### src/rtl/muldiv_pkg.sv
// Shared constants for the MiniMips iterative multiply/divide unit:
// op encodings, FSM state encoding and the iteration-counter width helper.
package muldiv_pkg;

    localparam logic [1:0] OP_MUL  = 2'b00;
    localparam logic [1:0] OP_MULH = 2'b01;
    localparam logic [1:0] OP_DIV  = 2'b10;
    localparam logic [1:0] OP_REM  = 2'b11;

    localparam logic [1:0] ST_IDLE = 2'b00;
    localparam logic [1:0] ST_CALC = 2'b01;
    localparam logic [1:0] ST_DONE = 2'b10;

    // Counter width for the default 32-bit datapath.
    localparam int MULDIV_CNT_W = 5;

    // Counter width needed to count DATA_WIDTH iterations (0..width-1).
    function automatic int cnt_width(input int width);
        return (width > 2) ? $clog2(width) : 1;
    endfunction

endpackage

### src/rtl/muldiv_sign_fix.sv
// Combinational sign helpers for signed multiply/divide: operand magnitudes
// on the way in, conditional negation of product/quotient/remainder on the
// way out. Only instantiated when MULDIV_SIGNED_EN is defined.
module muldiv_sign_fix #(
    parameter int W = 32
) (
    input  logic             is_signed,
    input  logic [W-1:0]     a,
    input  logic [W-1:0]     b,
    output logic [W-1:0]     mag_a,
    output logic [W-1:0]     mag_b,
    output logic             sign_a,
    output logic             sign_b,
    input  logic [2*W-1:0]   prod,
    input  logic             prod_neg,
    output logic [2*W-1:0]   prod_fix,
    input  logic [W-1:0]     quot,
    input  logic             quot_neg,
    output logic [W-1:0]     quot_fix,
    input  logic [W-1:0]     rem,
    input  logic             rem_neg,
    output logic [W-1:0]     rem_fix
);

    assign sign_a   = is_signed & a[W-1];
    assign sign_b   = is_signed & b[W-1];
    // The most-negative value maps onto itself, which is its correct unsigned magnitude.
    assign mag_a    = sign_a ? (~a + {{(W-1){1'b0}}, 1'b1}) : a;
    assign mag_b    = sign_b ? (~b + {{(W-1){1'b0}}, 1'b1}) : b;
    assign prod_fix = prod_neg ? (~prod + {{(2*W-1){1'b0}}, 1'b1}) : prod;
    assign quot_fix = quot_neg ? (~quot + {{(W-1){1'b0}}, 1'b1}) : quot;
    assign rem_fix  = rem_neg  ? (~rem  + {{(W-1){1'b0}}, 1'b1}) : rem;

endmodule

### src/rtl/muldiv_unit.sv
// Iterative radix-2 multiply/divide unit feeding the register file write port.
// One shift-add (multiply) or restoring (divide) step per clock; DATA_WIDTH
// steps per operation. Optional signed support is enabled by defining
// MULDIV_SIGNED_EN; without it op_signed is ignored and no sign logic exists.
module muldiv_unit
    import muldiv_pkg::*;
#(
    parameter int DATA_WIDTH     = 32,
    parameter int REG_ADDR_WIDTH = 3
) (
    input  logic                      clk,
    input  logic                      rst_n,
    input  logic                      start,
    input  logic [1:0]                op,
    input  logic                      op_signed,
    input  logic [DATA_WIDTH-1:0]     operand_a,
    input  logic [DATA_WIDTH-1:0]     operand_b,
    input  logic [REG_ADDR_WIDTH-1:0] dest_reg,
    output logic                      busy,
    output logic                      done,
    output logic                      reg_write,
    output logic [DATA_WIDTH-1:0]     result,
    output logic [REG_ADDR_WIDTH-1:0] write_reg
);

    localparam int W     = DATA_WIDTH;
    localparam int CNT_W = cnt_width(DATA_WIDTH);
    localparam logic [CNT_W-1:0] CNT_LAST = CNT_W'(DATA_WIDTH - 1);

    logic [1:0]                state_r;
    logic [CNT_W-1:0]          cnt_r;
    logic [W-1:0]              a_r;
    logic [W-1:0]              b_r;
    logic [1:0]                op_r;
    logic [REG_ADDR_WIDTH-1:0] dest_r;
    logic [W-1:0]              acc_hi_r;
    logic [W-1:0]              acc_lo_r;
    logic [W-1:0]              result_r;
    logic [REG_ADDR_WIDTH-1:0] write_reg_r;

    logic [W-1:0]              a_in_s;
    logic [W-1:0]              b_in_s;
    logic [W:0]                mul_sum_s;
    logic [W:0]                div_shift_s;
    logic [W-1:0]              div_diff_s;
    logic [CNT_W-1:0]          div_idx_s;
    logic [W-1:0]              hi_nx_s;
    logic [W-1:0]              lo_nx_s;
    logic [2*W-1:0]            prod_fin_s;
    logic [W-1:0]              quot_fin_s;
    logic [W-1:0]              rem_fin_s;
    logic [W-1:0]              res_sel_s;

    assign busy      = (state_r != ST_IDLE);
    assign done      = (state_r == ST_DONE);
    assign reg_write = (state_r == ST_DONE);
    assign result    = result_r;
    assign write_reg = write_reg_r;
    assign div_idx_s = CNT_LAST - cnt_r;

`ifdef MULDIV_SIGNED_EN
    logic sign_a_s;
    logic sign_b_s;
    logic sign_a_r;
    logic sign_b_r;

    muldiv_sign_fix #(.W(W)) u_sign_fix (
        .is_signed (op_signed),
        .a         (operand_a),
        .b         (operand_b),
        .mag_a     (a_in_s),
        .mag_b     (b_in_s),
        .sign_a    (sign_a_s),
        .sign_b    (sign_b_s),
        .prod      ({hi_nx_s, lo_nx_s}),
        .prod_neg  (sign_a_r ^ sign_b_r),
        .prod_fix  (prod_fin_s),
        .quot      (lo_nx_s),
        .quot_neg  ((sign_a_r ^ sign_b_r) & (b_r != {W{1'b0}})),
        .quot_fix  (quot_fin_s),
        .rem       (hi_nx_s),
        .rem_neg   (sign_a_r),
        .rem_fix   (rem_fin_s)
    );

    // Operand sign flags captured at acceptance for the fix-up entering DONE.
    always_ff @(posedge clk or negedge rst_n) begin
        if (!rst_n) begin
            sign_a_r <= 1'b0;
            sign_b_r <= 1'b0;
        end else if ((state_r == ST_IDLE) && start) begin
            sign_a_r <= sign_a_s;
            sign_b_r <= sign_b_s;
        end else begin
            sign_a_r <= sign_a_r;
            sign_b_r <= sign_b_r;
        end
    end
`else
    logic op_signed_unused_s;

    assign op_signed_unused_s = op_signed;
    assign a_in_s     = operand_a;
    assign b_in_s     = operand_b;
    assign prod_fin_s = {hi_nx_s, lo_nx_s};
    assign quot_fin_s = lo_nx_s;
    assign rem_fin_s  = hi_nx_s;
`endif

    // One radix-2 step: shift-add for multiply, restoring subtract for divide.
    always_comb begin
        mul_sum_s   = {1'b0, acc_hi_r} + (b_r[cnt_r] ? {1'b0, a_r} : {(W+1){1'b0}});
        div_shift_s = {acc_hi_r, a_r[div_idx_s]};
        div_diff_s  = div_shift_s[W-1:0] - b_r;
        if (op_r[1] == 1'b0) begin
            hi_nx_s = mul_sum_s[W:1];
            lo_nx_s = {mul_sum_s[0], acc_lo_r[W-1:1]};
        end else if (div_shift_s >= {1'b0, b_r}) begin
            hi_nx_s = div_diff_s;
            lo_nx_s = {acc_lo_r[W-2:0], 1'b1};
        end else begin
            hi_nx_s = div_shift_s[W-1:0];
            lo_nx_s = {acc_lo_r[W-2:0], 1'b0};
        end
    end

    // Select the architectural result word from the final step's outputs.
    always_comb begin
        case (op_r)
            OP_MUL:  res_sel_s = prod_fin_s[W-1:0];
            OP_MULH: res_sel_s = prod_fin_s[2*W-1:W];
            OP_DIV:  res_sel_s = quot_fin_s;
            OP_REM:  res_sel_s = rem_fin_s;
            default: res_sel_s = {W{1'b0}};
        endcase
    end

    // Control FSM, operand latching, iteration state and registered outputs.
    always_ff @(posedge clk or negedge rst_n) begin
        if (!rst_n) begin
            state_r     <= ST_IDLE;
            cnt_r       <= {CNT_W{1'b0}};
            a_r         <= {W{1'b0}};
            b_r         <= {W{1'b0}};
            op_r        <= 2'b00;
            dest_r      <= {REG_ADDR_WIDTH{1'b0}};
            acc_hi_r    <= {W{1'b0}};
            acc_lo_r    <= {W{1'b0}};
            result_r    <= {W{1'b0}};
            write_reg_r <= {REG_ADDR_WIDTH{1'b0}};
        end else begin
            case (state_r)
                ST_IDLE: begin
                    if (start) begin
                        a_r      <= a_in_s;
                        b_r      <= b_in_s;
                        op_r     <= op;
                        dest_r   <= dest_reg;
                        acc_hi_r <= {W{1'b0}};
                        acc_lo_r <= {W{1'b0}};
                        cnt_r    <= {CNT_W{1'b0}};
                        state_r  <= ST_CALC;
                    end else begin
                        state_r  <= ST_IDLE;
                    end
                end
                ST_CALC: begin
                    acc_hi_r <= hi_nx_s;
                    acc_lo_r <= lo_nx_s;
                    if (cnt_r == CNT_LAST) begin
                        result_r    <= res_sel_s;
                        write_reg_r <= dest_r;
                        cnt_r       <= {CNT_W{1'b0}};
                        state_r     <= ST_DONE;
                    end else begin
                        cnt_r       <= cnt_r + {{(CNT_W-1){1'b0}}, 1'b1};
                        state_r     <= ST_CALC;
                    end
                end
                ST_DONE: begin
                    state_r <= ST_IDLE;
                end
                default: begin
                    state_r <= ST_IDLE;
                end
            endcase
        end
    end

endmodule

### config.mk
export PLATFORM = sky130hd
export DESIGN_NAME = muldiv_unit
export DESIGN_NICKNAME = d
export VERILOG_FILES = /design/src/rtl/muldiv_pkg.sv /design/src/rtl/muldiv_sign_fix.sv /design/src/rtl/muldiv_unit.sv
export SDC_FILE = /design/constraint.sdc
export NUM_CORES = 1
export LEC_CHECK = 0
export CAP_MARGIN = 20
export CORE_MARGIN = 8
export CORE_UTILIZATION = 30
export CTS_CLUSTER_DIAMETER = 30
export DETAILED_ROUTE_END_ITERATION = 10
export SLEW_MARGIN = 20
export SYNTH_ARGS = -nofsm -noshare
export SYNTH_HDL_FRONTEND = slang
export SYNTH_HIERARCHICAL = 1
export SYNTH_SLANG_ARGS = --single-unit
### constraint.sdc
create_clock -name clk -period 15.1 [get_ports clk]
set_clock_uncertainty 0.15 [all_clocks]
set_input_delay 1.51 -clock clk [delete_from_list [all_inputs] [get_ports clk]]
set_output_delay 1.51 -clock clk [all_outputs]
set_load 0.03 [all_outputs]
==> impl_metrics.csv, run 1 <==
group,metric,value,unit
placed_design,portBuffers,109,
sta,clock.fmax,160,MHz
synthesis,synthDistinctLibCells,78,
clock_network,post_cts_buffers,0,
floorplanning,fp.dieArea,47600,sq um
sta,period_minus_slack,6.24,ns
synthesis,synthTopCellsByArea,"dfrtp_1 36%, nand2_1 7.9%, ha_1 6.8%, o21ai_0 4.8%, mux4_2 4.2%",
synthesis,synth-edff-count,0,
route,drt-total-wl,41600,um
synthesis,synthXorXnorAreaFrac,3.79,%
setup_path,crit_type,"reg -> reg",
route,routedWlPerCell,20.6,um
clock_network,clkTransAtPathRegs,0.08,ns
floorplanning,fp.dieH,218,um
synthesis,synth-seq-cells,175,
synthesis,async_flop_share,100,%
clock_network,cts_resized,0,
flow_run,drv_cap,0,
route,dr.pass1.iters,6,
worst_hold_path,min_path_type,"reg -> reg",
finish,multi_input_area,7350,sq um
synthesis,syn_nets,1568,
synthesis,yosys.area_share.simple,19.5,%
synthesis,syn_avg_cell_area,8.59,sq um
finish,stdcell_area,14400,sq um
synthesis,synthMuxAreaShare,9.21,%
synthesis,netlist_instances,1426,
sta,setup_viol,0,
synthesis,yosysTopAreaCellShare,35.7,%
finish,final_nets,1621,
finish,instances_no_fill,2023,
global_routing,grt_pass1_vias,10811,
route,drc_errors,0,
route,first_iter_violations,1111,
placed_design,routabilityCongestion,0.924,
setup_path,startpoint_type,"flip-flop",
status,status,"finished, final reports clean",
clock_network,clock_sinks,175,
synthesis,synth_area,12300,sq um
route,vias,10860,
finish,syn2layout_area_growth,17.2,%
global_routing,grt_usage,17.3,%
finish,register_area,4380,sq um
placed_design,placed_area,13800,sq um
setup_path,endpoint_kind,"flip-flop",
floorplanning,initial_utilization,30.2,%
setup_path,path_cells,"buf_4 -> mux4_2 -> mux4_2 -> mux2i_2 -> buf_4 -> nor2b_1 -> ha_1 -> fa_1 -> a21o_1 -> a221oi_1 -> o21ai_1 -> a211oi_1 -> o221ai_1 -> xnor2_1 -> nor2_1 -> a221oi_1 -> o21ai_1",
floorplanning,core-area,40600,sq um
route,met3_length,2420,um
sta,post-route-period-util,41.3,%
setup_path,slowest_stage,"mux4_2",
global_routing,grt_pass1_wl,64300,um
floorplanning,ios,111,
synthesis,synthAdderAreaFrac,7.17,%
clock_network,cts_buffer_depth,2,
clock_network,ctsHoldBuffers,0,
setup_path,critPathArrivalTime,6.39,ns
setup_path,cpPeakStageDelay,0.59,ns
global_routing,antenna_found_initial,1,
clock_network,cts_buffers,17,
clock_network,htreeDepth,4,
finish,drive_above_1_share,6.84,%
sta,finalSetupTns,0,ns
route,m1WireLength,19200,um
global_routing,grt.overflow.total,0,
sta,report.final.slew_viol_count,0,
setup_path,crit_fanout,32,
setup_path,reg2reg_slack,8.86,ns
route,route.met2.wl,18000,um
global_routing,grt_max_degree,82,
finish,fill_cells,4171,
synthesis,ys.flop_type,"dfrtp_1",
synthesis,yosys.area.top_type,"dfrtp_1",
floorplanning,rows,74,
synthesis,synth_top_family_by_area,"compound AO/OA/AOI/OAI gates",
sta,grt_setup_unrepaired,"no",
placed_design,placed_cells,1992,
clock_network,root_buffer,"clkbuf_16",
synthesis,synth_compound_area_share,20.0,%
route,top_layer,"met5",
route,vias_per_cell,5.37,
clock_network,cts_tree,"built",
route,detail-route-antenna-nets,0,
synthesis,synth_warnings,6,
synthesis,ys_seq_area_share,35.7,%
placed_design,place_hpwl,31400,um
floorplanning,die_width,218,um
sta,tightestPinTransition,1.11,ns
finish,antenna_cells,0,
sta,hold_viol_final,0,
clock_network,clk_latency,0.45,ns
sta,slew_headroom,25.8,%
setup_path,critPathRequiredTime,15.25,ns
## area by class of cell
| cell class | count | area share (%) |
|---|---|---|
| Clock inverter | 11 | 0.766 |
| Sequential cell | 175 | 30.5 |
| Multi-Input combinational cell | 1109 | 51.1 |
| Inverter | 51 | 1.33 |
| Timing Repair Buffer | 125 | 8.44 |
| Clock buffer | 20 | 3.18 |
| Tap cell | 532 | 4.63 |
## logic make-up after synthesis
kind of cell / Yosys count
multiplexers: 82
flip-flops: 175
AND/OR/NAND/NOR: 524
buffers and inverters: 142
XOR/XNOR: 53
AO/OA/AOI/OAI: 381
adder cells (fa/ha/maj): 69
## Yosys cell counts, types with 7 or more instances
library cell,instances
a211o_1,9
a211oi_1,19
a21o_1,30
a21oi_1,77
a31oi_1,16
and2_1,9
and3_1,13
buf_2,10
clkbuf_1,73
dfrtp_1,175
ha_1,67
inv_1,51
mux2_2,9
mux2i_1,46
mux4_2,23
nand2_1,257
nand3_1,68
nand4_1,13
nor2_1,64
nor2b_1,47
nor3_1,22
nor4_1,7
o21ai_0,118
o21ai_1,16
o21bai_1,8
o2bb2ai_1,7
o31ai_1,15
xnor2_1,31
xor2_1,22
## critical path, delay by kind of cell (launching register included)
family / cells / cell delay (ns)
compound gates: 7 / 2.35
xor+xnor: 1 / 0.19
fa+ha+maj: 2 / 0.64
buf+inv: 2 / 0.75
flops: 1 / 0.56
mux: 3 / 1.26
simple gates: 2 / 0.16
## final timing paths
| path | startpoint | end | cells after the start |
|---|---|---|---|
| worst max register to register | cnt_r[0] | acc_hi_r[27] | 17 |
| max in group asynchronous | rst_n | op_r[1] | 2 |
| worst min-delay path | dest_r[0] | write_reg[0] | 2 |
| worst min register to register | dest_r[0] | write_reg[0] | 2 |
| min in group asynchronous | rst_n | dest_r[1] | 1 |
| worst max-delay path | cnt_r[0] | acc_hi_r[27] | 17 |
## per-layer routing
metal,vias up,track usage [%]
li1,5212,-
met1,5241,23.8
met2,337,26.0
met5,-,0
met4,2,8.84
met3,68,2.97
## cell usage in the layout (no fill, tap or decap), drive strengths merged, types with 6 or more instances in the layout
| cell | instances |
|---|---|
| nand4 | 13 |
| mux2i | 46 |
| xnor2 | 31 |
| nor2 | 64 |
| nand3 | 68 |
| nor2b | 47 |
| o2bb2ai | 7 |
| mux4 | 23 |
| mux2 | 13 |
| and3 | 13 |
| o31ai | 15 |
| clkinv | 6 |
| o21bai | 8 |
| inv | 52 |
| clkdlybuf4s50 | 108 |
| xor2 | 22 |
| a211oi | 20 |
| nor3 | 22 |
| buf | 17 |
| o211ai | 6 |
| dfrtp | 175 |
| a211o | 9 |
| nand2 | 258 |
| and2 | 9 |
| o21ai | 134 |
| o21a | 6 |
| a31oi | 16 |
| nor4 | 8 |
| a31o | 8 |
| a21oi | 78 |
| ha | 67 |
| a21o | 30 |
| clkbuf | 20 |
## stage by stage
stage	setup slack [ns]	util [%]	hold slack, ns
floorplan	9.85	-	0.289
global placement	8.80	34.0	0.302
detailed placement	8.79	34.0	0.319
CTS	8.78	35.4	0.335
global route	8.42	35.4	0.360
finish	8.86	35.4	0.325
Power of run 1 is not shown: default switching activity piles up to over one toggle a cycle in this logic, so the estimate is an artifact.
==> run 2: changes to the inputs <==
==> constraint.sdc (replaced) <==
create_clock -name clk -period 6.3 [get_ports clk]
set_clock_uncertainty 0.15 [all_clocks]
set_input_delay 0.63 -clock clk [delete_from_list [all_inputs] [get_ports clk]]
set_output_delay 0.63 -clock clk [all_outputs]
set_load 0.03 [all_outputs]
==> run 2 against run 1 <==
Net effect: first-iteration DRC count down 8.4%; worst hold slack better by 0.0016 ns; final cell count up 0.84%; critical path depth unchanged; utilization up 0.53 points; highest routed layer is now met4; non-clock buffer count up 16; sequential cell count unchanged; worst setup slack worse by 8.3 ns; critical endpoint is now result[19]; sequential share of layout area down 0.45 points.
==> impl_metrics.csv, run 2 (synthesis results as in run 1) <==
group,metric,value,unit
placed_design,routabilityCongestion,0.924,
clock_network,clk_latency,0.45,ns
floorplanning,initial_utilization,30.2,%
floorplanning,ios,111,
global_routing,grt_busiest_layer,"met2",
global_routing,grt_util_met3,2.43,%
setup_path,critPathRequiredTime,6.48,ns
clock_network,cts_buffer_depth,2,
setup_path,slowest_stage,"dfrtp_1",
finish,layout_commonest_cell,"nand2_1",
sta,hold_viol_final,0,
route,drc_errors,0,
setup_path,critPathArrivalTime,5.89,ns
clock_network,cts_tree,"built",
placed_design,place_hpwl,31700,um
global_routing,grt_pass1_wl,65600,um
clock_network,clock_sinks,175,
placed_design,portBuffers,109,
setup_path,startpoint_type,"flip-flop",
status,status,"finished, final reports clean",
finish,antenna_cells,0,
sta,tightestPinTransition,1.06,ns
clock_network,cts_resized,0,
setup_path,endpoint_kind,"flip-flop",
flow_run,drv_cap,0,
clock_network,post_cts_buffers,0,
route,vias,11003,
global_routing,grt_pass1_vias,10837,
global_routing,antenna_found_initial,0,
finish,fill_cells,4163,
sta,setup_viol,0,
worst_hold_path,min_path_type,"reg -> reg",
route,dr.pass1.iters,5,
global_routing,grt_max_degree,115,
clock_network,cts_buffers,17,
global_routing,met2_usage,27.1,%
sta,finalSetupTns,0,ns
floorplanning,fp.dieArea,47600,sq um
route,vias_per_cell,5.39,
sta,slew_headroom,29.3,%
sta,clock.fmax,175,MHz
route,first_iter_violations,1018,
setup_path,path_cells,"buf_12 -> mux4_2 -> mux4_2 -> mux2i_2 -> buf_12 -> nor2b_1 -> ha_1 -> fa_1 -> a21o_1 -> a221oi_1 -> o21ai_1 -> a21oi_1 -> o31ai_1 -> xnor2_1 -> nor2_1 -> a211o_1 -> a31o_1",
route,detail-route-antenna-nets,0,
global_routing,grt.overflow.total,0,
clock_network,clkTransAtPathRegs,0.07,ns
finish,drive_above_1_share,7.76,%
setup_path,crit_type,"reg -> reg",
floorplanning,fp.dieH,218,um
route,routedWlPerCell,20.6,um
sta,post-route-period-util,90.6,%
setup_path,crit_fanout,32,
global_routing,grt_usage,17.6,%
finish,syn2layout_area_growth,19.0,%
finish,final_cell_mix,"256 x nand2_1, 174 x dfrtp_1, 118 x o21ai_0",
clock_network,root_buffer,"clkbuf_16",
floorplanning,core-area,40600,sq um
finish,final_nets,1637,
setup_path,cp_num_buf_inv,2,
global_routing,use_met1,25.0,%
floorplanning,rows,74,
setup_path,cpPeakStageDelay,0.60,ns
setup_path,reg2reg_slack,0.59,ns
sta,period_minus_slack,5.71,ns
route,drt-total-wl,42000,um
setup_path,cp_top_family,"compound AO/OA/AOI/OAI gates",
sta,report.final.slew_viol_count,0,
clock_network,htreeDepth,4,
floorplanning,die_width,218,um
sta,grt_setup_unrepaired,"no",
## run 2: layout make-up
type / instances / area, sq um / area share [%]
clock buffers: 20 / 447 / 3.06
clock inverters: 12 / 159 / 1.09
inverters: 51 / 191 / 1.31
multi-input cells: 1109 / 7350 / 50.4
flip-flops and latches: 175 / 4380 / 30.1
well taps: 532 / 666 / 4.56
repair buffers: 141 / 1390 / 9.52
## run 2: final timing paths
check,startpoint,end,cells past startpoint
setup / recovery,cnt_r[0],result[19],17
hold / removal,dest_r[2],dest_r[2],2
setup reg to reg,cnt_r[0],result[19],17
hold reg to reg,dest_r[2],dest_r[2],2
max in group asynchronous,rst_n,acc_hi_r[3],3
min in group asynchronous,rst_n,write_reg[0],2
## run 2: metrics by stage
| stage | worst slack, ns | hold slack, ns | util [%] | instance area, sq um | cells |
|---|---|---|---|---|---|
| 2_1_floorplan | 1.05 | 0.184 | - | 12300 | 1426 |
| 3_3_place_gp | 0.628 | 0.303 | 34.4 | 13900 | 2006 |
| 3_5_place_dp | 0.613 | 0.312 | 34.4 | 13900 | 2006 |
| 4_1_cts | 0.568 | 0.329 | 35.9 | 14600 | 2039 |
| 5_1_grt | 0.202 | 0.342 | 36.0 | 14600 | 2040 |
| 6_report | 0.594 | 0.326 | 36.0 | 14600 | 2040 |
## run 2: timing repair
action                                 4_1_cts  5_1_grt
hold buffers                                 1        0
endpoints found under the hold margin       47        0
setup endpoints to repair                    0        0
## run 2: tightest hold or removal path, cell delays in order (launching register included)
cell     delay, ns
dfrtp_1       0.34
nand2_1       0.05
nand2_1       0.05
## run 2: layer usage
layer	vias to the layer above	routed length [um]
met4	0	1410
met3	49	1880
li1	5255	-
met2	296	18600
met1	5403	20100
met5	-	0
Power of run 2 is left out for the same reason.
==> edit 1, RTL diff (settings of run 1) <==
Set the parameter `DATA_WIDTH` to 48 (it was 32).
--- a/src/rtl/muldiv_unit.sv
+++ b/src/rtl/muldiv_unit.sv
@@ -6,5 +6,5 @@
     import muldiv_pkg::*;
 #(
-    parameter int DATA_WIDTH     = 32,
+    parameter int DATA_WIDTH     = 48,
     parameter int REG_ADDR_WIDTH = 3
 ) (
Ports: changed (resized operand_a, operand_b and result); port bits go from 111 to 159. No check against the original RTL was run, so the function may have changed too.
==> edit 1 against run 1 <==
  * Routed wire length rose by 60%
  * Setup slack got worse by 0.51 ns
  * Sequential cell count grew 81
  * Area after synthesis grew 50%
  * Cell area rose by 60%
  * Critical path type unchanged
  * Critical endpoint is now result[47]$_DFFE_PN0P_
  * Largest cell class unchanged
Power is left out: it rests on default switching activity, and per cell area and clock period it moved more than threefold.
==> edit 1: results (changes against run 1) <==
largest net degree at the start of global routing 165 (+100%); GPL Wtd Cong 0.894 (-3.3%); H-tree lvl count 3 (-1); HPWL after detailed placement 49700 um (+58%); maximum clock path buffer count 3 (+1); Max stage delay on crit path 0.90 ns (+0.31 ns); worst-path fanout max 48 (+50%); post-synthesis adder-cell area fraction 6.89% (-0.27 points); met3 wire len 2990 um (+23%); PortBufs 157 (+44%); syn_nets 2438 (+55%); mux contribution to synthesized area 7.17% (-2.0 points); Critical Path Sink result[47]$_DFFE_PN0P_; routed vias 17200 (+59%); fraction of layout cells with a size suffix above 1 8.17% (+1.3 points); Avg WL per Cell 21.0 um (+1.9%); library cells used by synthesis 86 (+10%); DRT iter0 DRCs 1122 (+0.99%); status complete, no violations; R2R cell count 22 (+5); initial antenna violation count 0 (-1); Max-Slew Margin vs Limit 31.5% (+5.7 points); top cells by area, synth dfrtp_1, nand2_1, o21ai_0; Highest Signal Layer met4; met2 WL 33300 um (+85%); M1 WL 26800 um (+40%); worst-skew pair later-pin latency 0.60 ns (+0.15 ns); clock slew at reported path FFs 0.05 ns (-0.03 ns); Seq/Total Area, Yosys 34.9% (-0.86 points)
edit 1: through the flow:
| step | utilization [%] | area [um2] | instances | hold slack (ns) | worst slack [ns] |
|---|---|---|---|---|---|
| floorplan | - | 18400 | 2233 | 0.289 | 10.16 |
| global placement | 33.8 | 20500 | 3044 | 0.311 | 8.56 |
| detailed placement | 33.8 | 20500 | 3044 | 0.314 | 8.53 |
| CTS | 38.0 | 23000 | 3170 | 0.324 | 8.50 |
| global route | 38.0 | 23000 | 3170 | 0.346 | 7.88 |
| finish | 38.0 | 23000 | 3170 | 0.323 | 8.35 |
edit 1: area by class of cell:
cell class / instances / area [um2]
Clock buffer: 90 / 1990
Clock inverter: 36 / 510
Fill cell: 6136 / 37500
Inverter: 76 / 285
Multi-Input combinational cell: 1757 / 11100
Sequential cell: 256 / 6410
Tap cell: 782 / 978
Timing Repair Buffer: 173 / 1710
edit 1: metal layers:
layer	vias to the layer above	global-route usage, %
li1	8276	-
met5	-	0
met4	0	9.09
met2	484	33.2
met1	8308	21.7
met3	162	3.40
==> edit 2, RTL diff (settings of run 1) <==
Without the edit above. Register the outputs `busy`, `done` and `reg_write`, with the module's reset; this adds one clock of latency there. The other outputs are not delayed to match.
--- a/src/rtl/muldiv_unit.sv
+++ b/src/rtl/muldiv_unit.sv
@@ -52,7 +52,15 @@
     logic [W-1:0]              res_sel_s;
 
-    assign busy      = (state_r != ST_IDLE);
-    assign done      = (state_r == ST_DONE);
-    assign reg_write = (state_r == ST_DONE);
+    always_ff @(posedge clk or negedge rst_n) begin
+        if (!rst_n) begin
+            busy      <= '0;
+            done      <= '0;
+            reg_write <= '0;
+        end else begin
+            busy      <= (state_r != ST_IDLE);
+            done      <= (state_r == ST_DONE);
+            reg_write <= (state_r == ST_DONE);
+        end
+    end
     assign result    = result_r;
     assign write_reg = write_reg_r;
Behaviour: not the same (Yosys sat finds a counterexample within 4 cycles, from zero or initial values and one cycle with rst_n low).
==> edit 2 against run 1 <==
  * Sequential share of layout area grew 0.16 points
  * Routed wire length down 9.3%
  * Sequential cell count increased by 2
  * Fmax grew 4.8%
  * Cell area rose by 0.63%
  * Count of clock-buffer cells in the layout shrank 1
  * First-iteration DRC count down 30%
  * Area after synthesis rose by 0.85%
  * Die area up 0.79%
  * Setup slack better by 0.29 ns
  * Highest routed layer is now met4
Power is not shown: default switching activity piles up to over one toggle a cycle in this logic, so the estimate is an artifact.
==> edit 2: results (changes against run 1) <==
GPL Wtd Cong 0.904 (-2.2%); library cells used by synthesis 72 (-7.7%); placed instance area 0.0139 mm2 (+0.53%); Layout Cells excl Fill 1944 (-3.9%); worst hold endpoint write_reg[1]$_DFFE_PN0P_; grt met1 use 23.0% (-0.82 points); Max stage delay on crit path 0.77 ns (+0.18 ns); syn_nets 1490 (-5.0%); Max-Slew Margin vs Limit 26.2% (+0.44 points); initial antenna violation count 0 (-1); slowest CP cell dfrtp_1; placed insts 1912 (-4.0%); fill count 4191 (+0.48%); vias per inst 5.36 (-0.12%); fraction of layout cells with a size suffix above 1 11.1% (+4.3 points); vias in the first global route 10300 (-4.6%); R2R cell count 16 (-1); DR pass1 iterations 5 (-1); grt met3 use 1.94% (-1.0 points); first-pass GRT wire length 59400 um (-7.7%); M2 GR Usage 23.9% (-2.1 points); status complete, no violations; largest net degree at the start of global routing 128 (+56%); HPWL after detailed placement 27900 um (-11%); Post-synth top cells dfrtp_1, o21ai_0, a21oi_1, nand2_1, nand3_1
edit 2: cell type report:
cell class,instances,share of cell area (%)
multi-input combinational,1027,51.1
sequential,177,30.7
timing repair buffer,120,8.15
tap,532,4.60
clock buffer,19,3.13
inverter,56,1.45
clock inverter,13,0.874
edit 2: per-stage QoR:
| stage | hold WS, ns | worst slack [ns] | util [%] |
|---|---|---|---|
| 2_1_floorplan | 0.283 | 10.23 | - |
| 3_3_place_gp | 0.296 | 9.08 | 34.1 |
| 3_5_place_dp | 0.296 | 9.07 | 34.1 |
| 4_1_cts | 0.314 | 9.05 | 35.5 |
| 5_1_grt | 0.346 | 8.68 | 35.5 |
| 6_report | 0.309 | 9.14 | 35.5 |
edit 2: routing by layer:
layer	wire, um	up-vias
li1	-	5055
met1	18700	5045
met2	16600	292
met3	1920	31
met4	582	0
met5	0	-
edit 2: worst max path at each step:
stage	endpoint	slack, ns	cells past startpoint
final	acc_hi_r[20]$_DFFE_PN0P_	9.14	16
after global routing	acc_hi_r[20]$_DFFE_PN0P_	8.68	16
after detailed placement	acc_hi_r[24]$_DFFE_PN0P_	9.07	16
after CTS	acc_hi_r[24]$_DFFE_PN0P_	9.05	16
after global placement	acc_hi_r[20]$_DFFE_PN0P_	9.08	16
after floorplan	result[22]$_DFFE_PN0P_	10.23	17
edit 2: tightest hold or removal path, cell delays in order, from the launching register on:
cell and delay (ns):
dfrtp_1 0.34, nand2_1 0.05, nand2_1 0.05
edit 2: logic make-up (layout without fill, tap and decap cells):
logic type	Yosys count	in the layout	share of synthesized area, %
muxes	133	133	13.6
DFF	177	177	35.8
adders and majority gates	69	69	7.11
AOI/OAI and AO/OA	409	409	21.0
and+or+nand+nor	367	367	14.4
xor gates and xnor gates	49	49	3.47
buffers and inverters	144	208	4.55
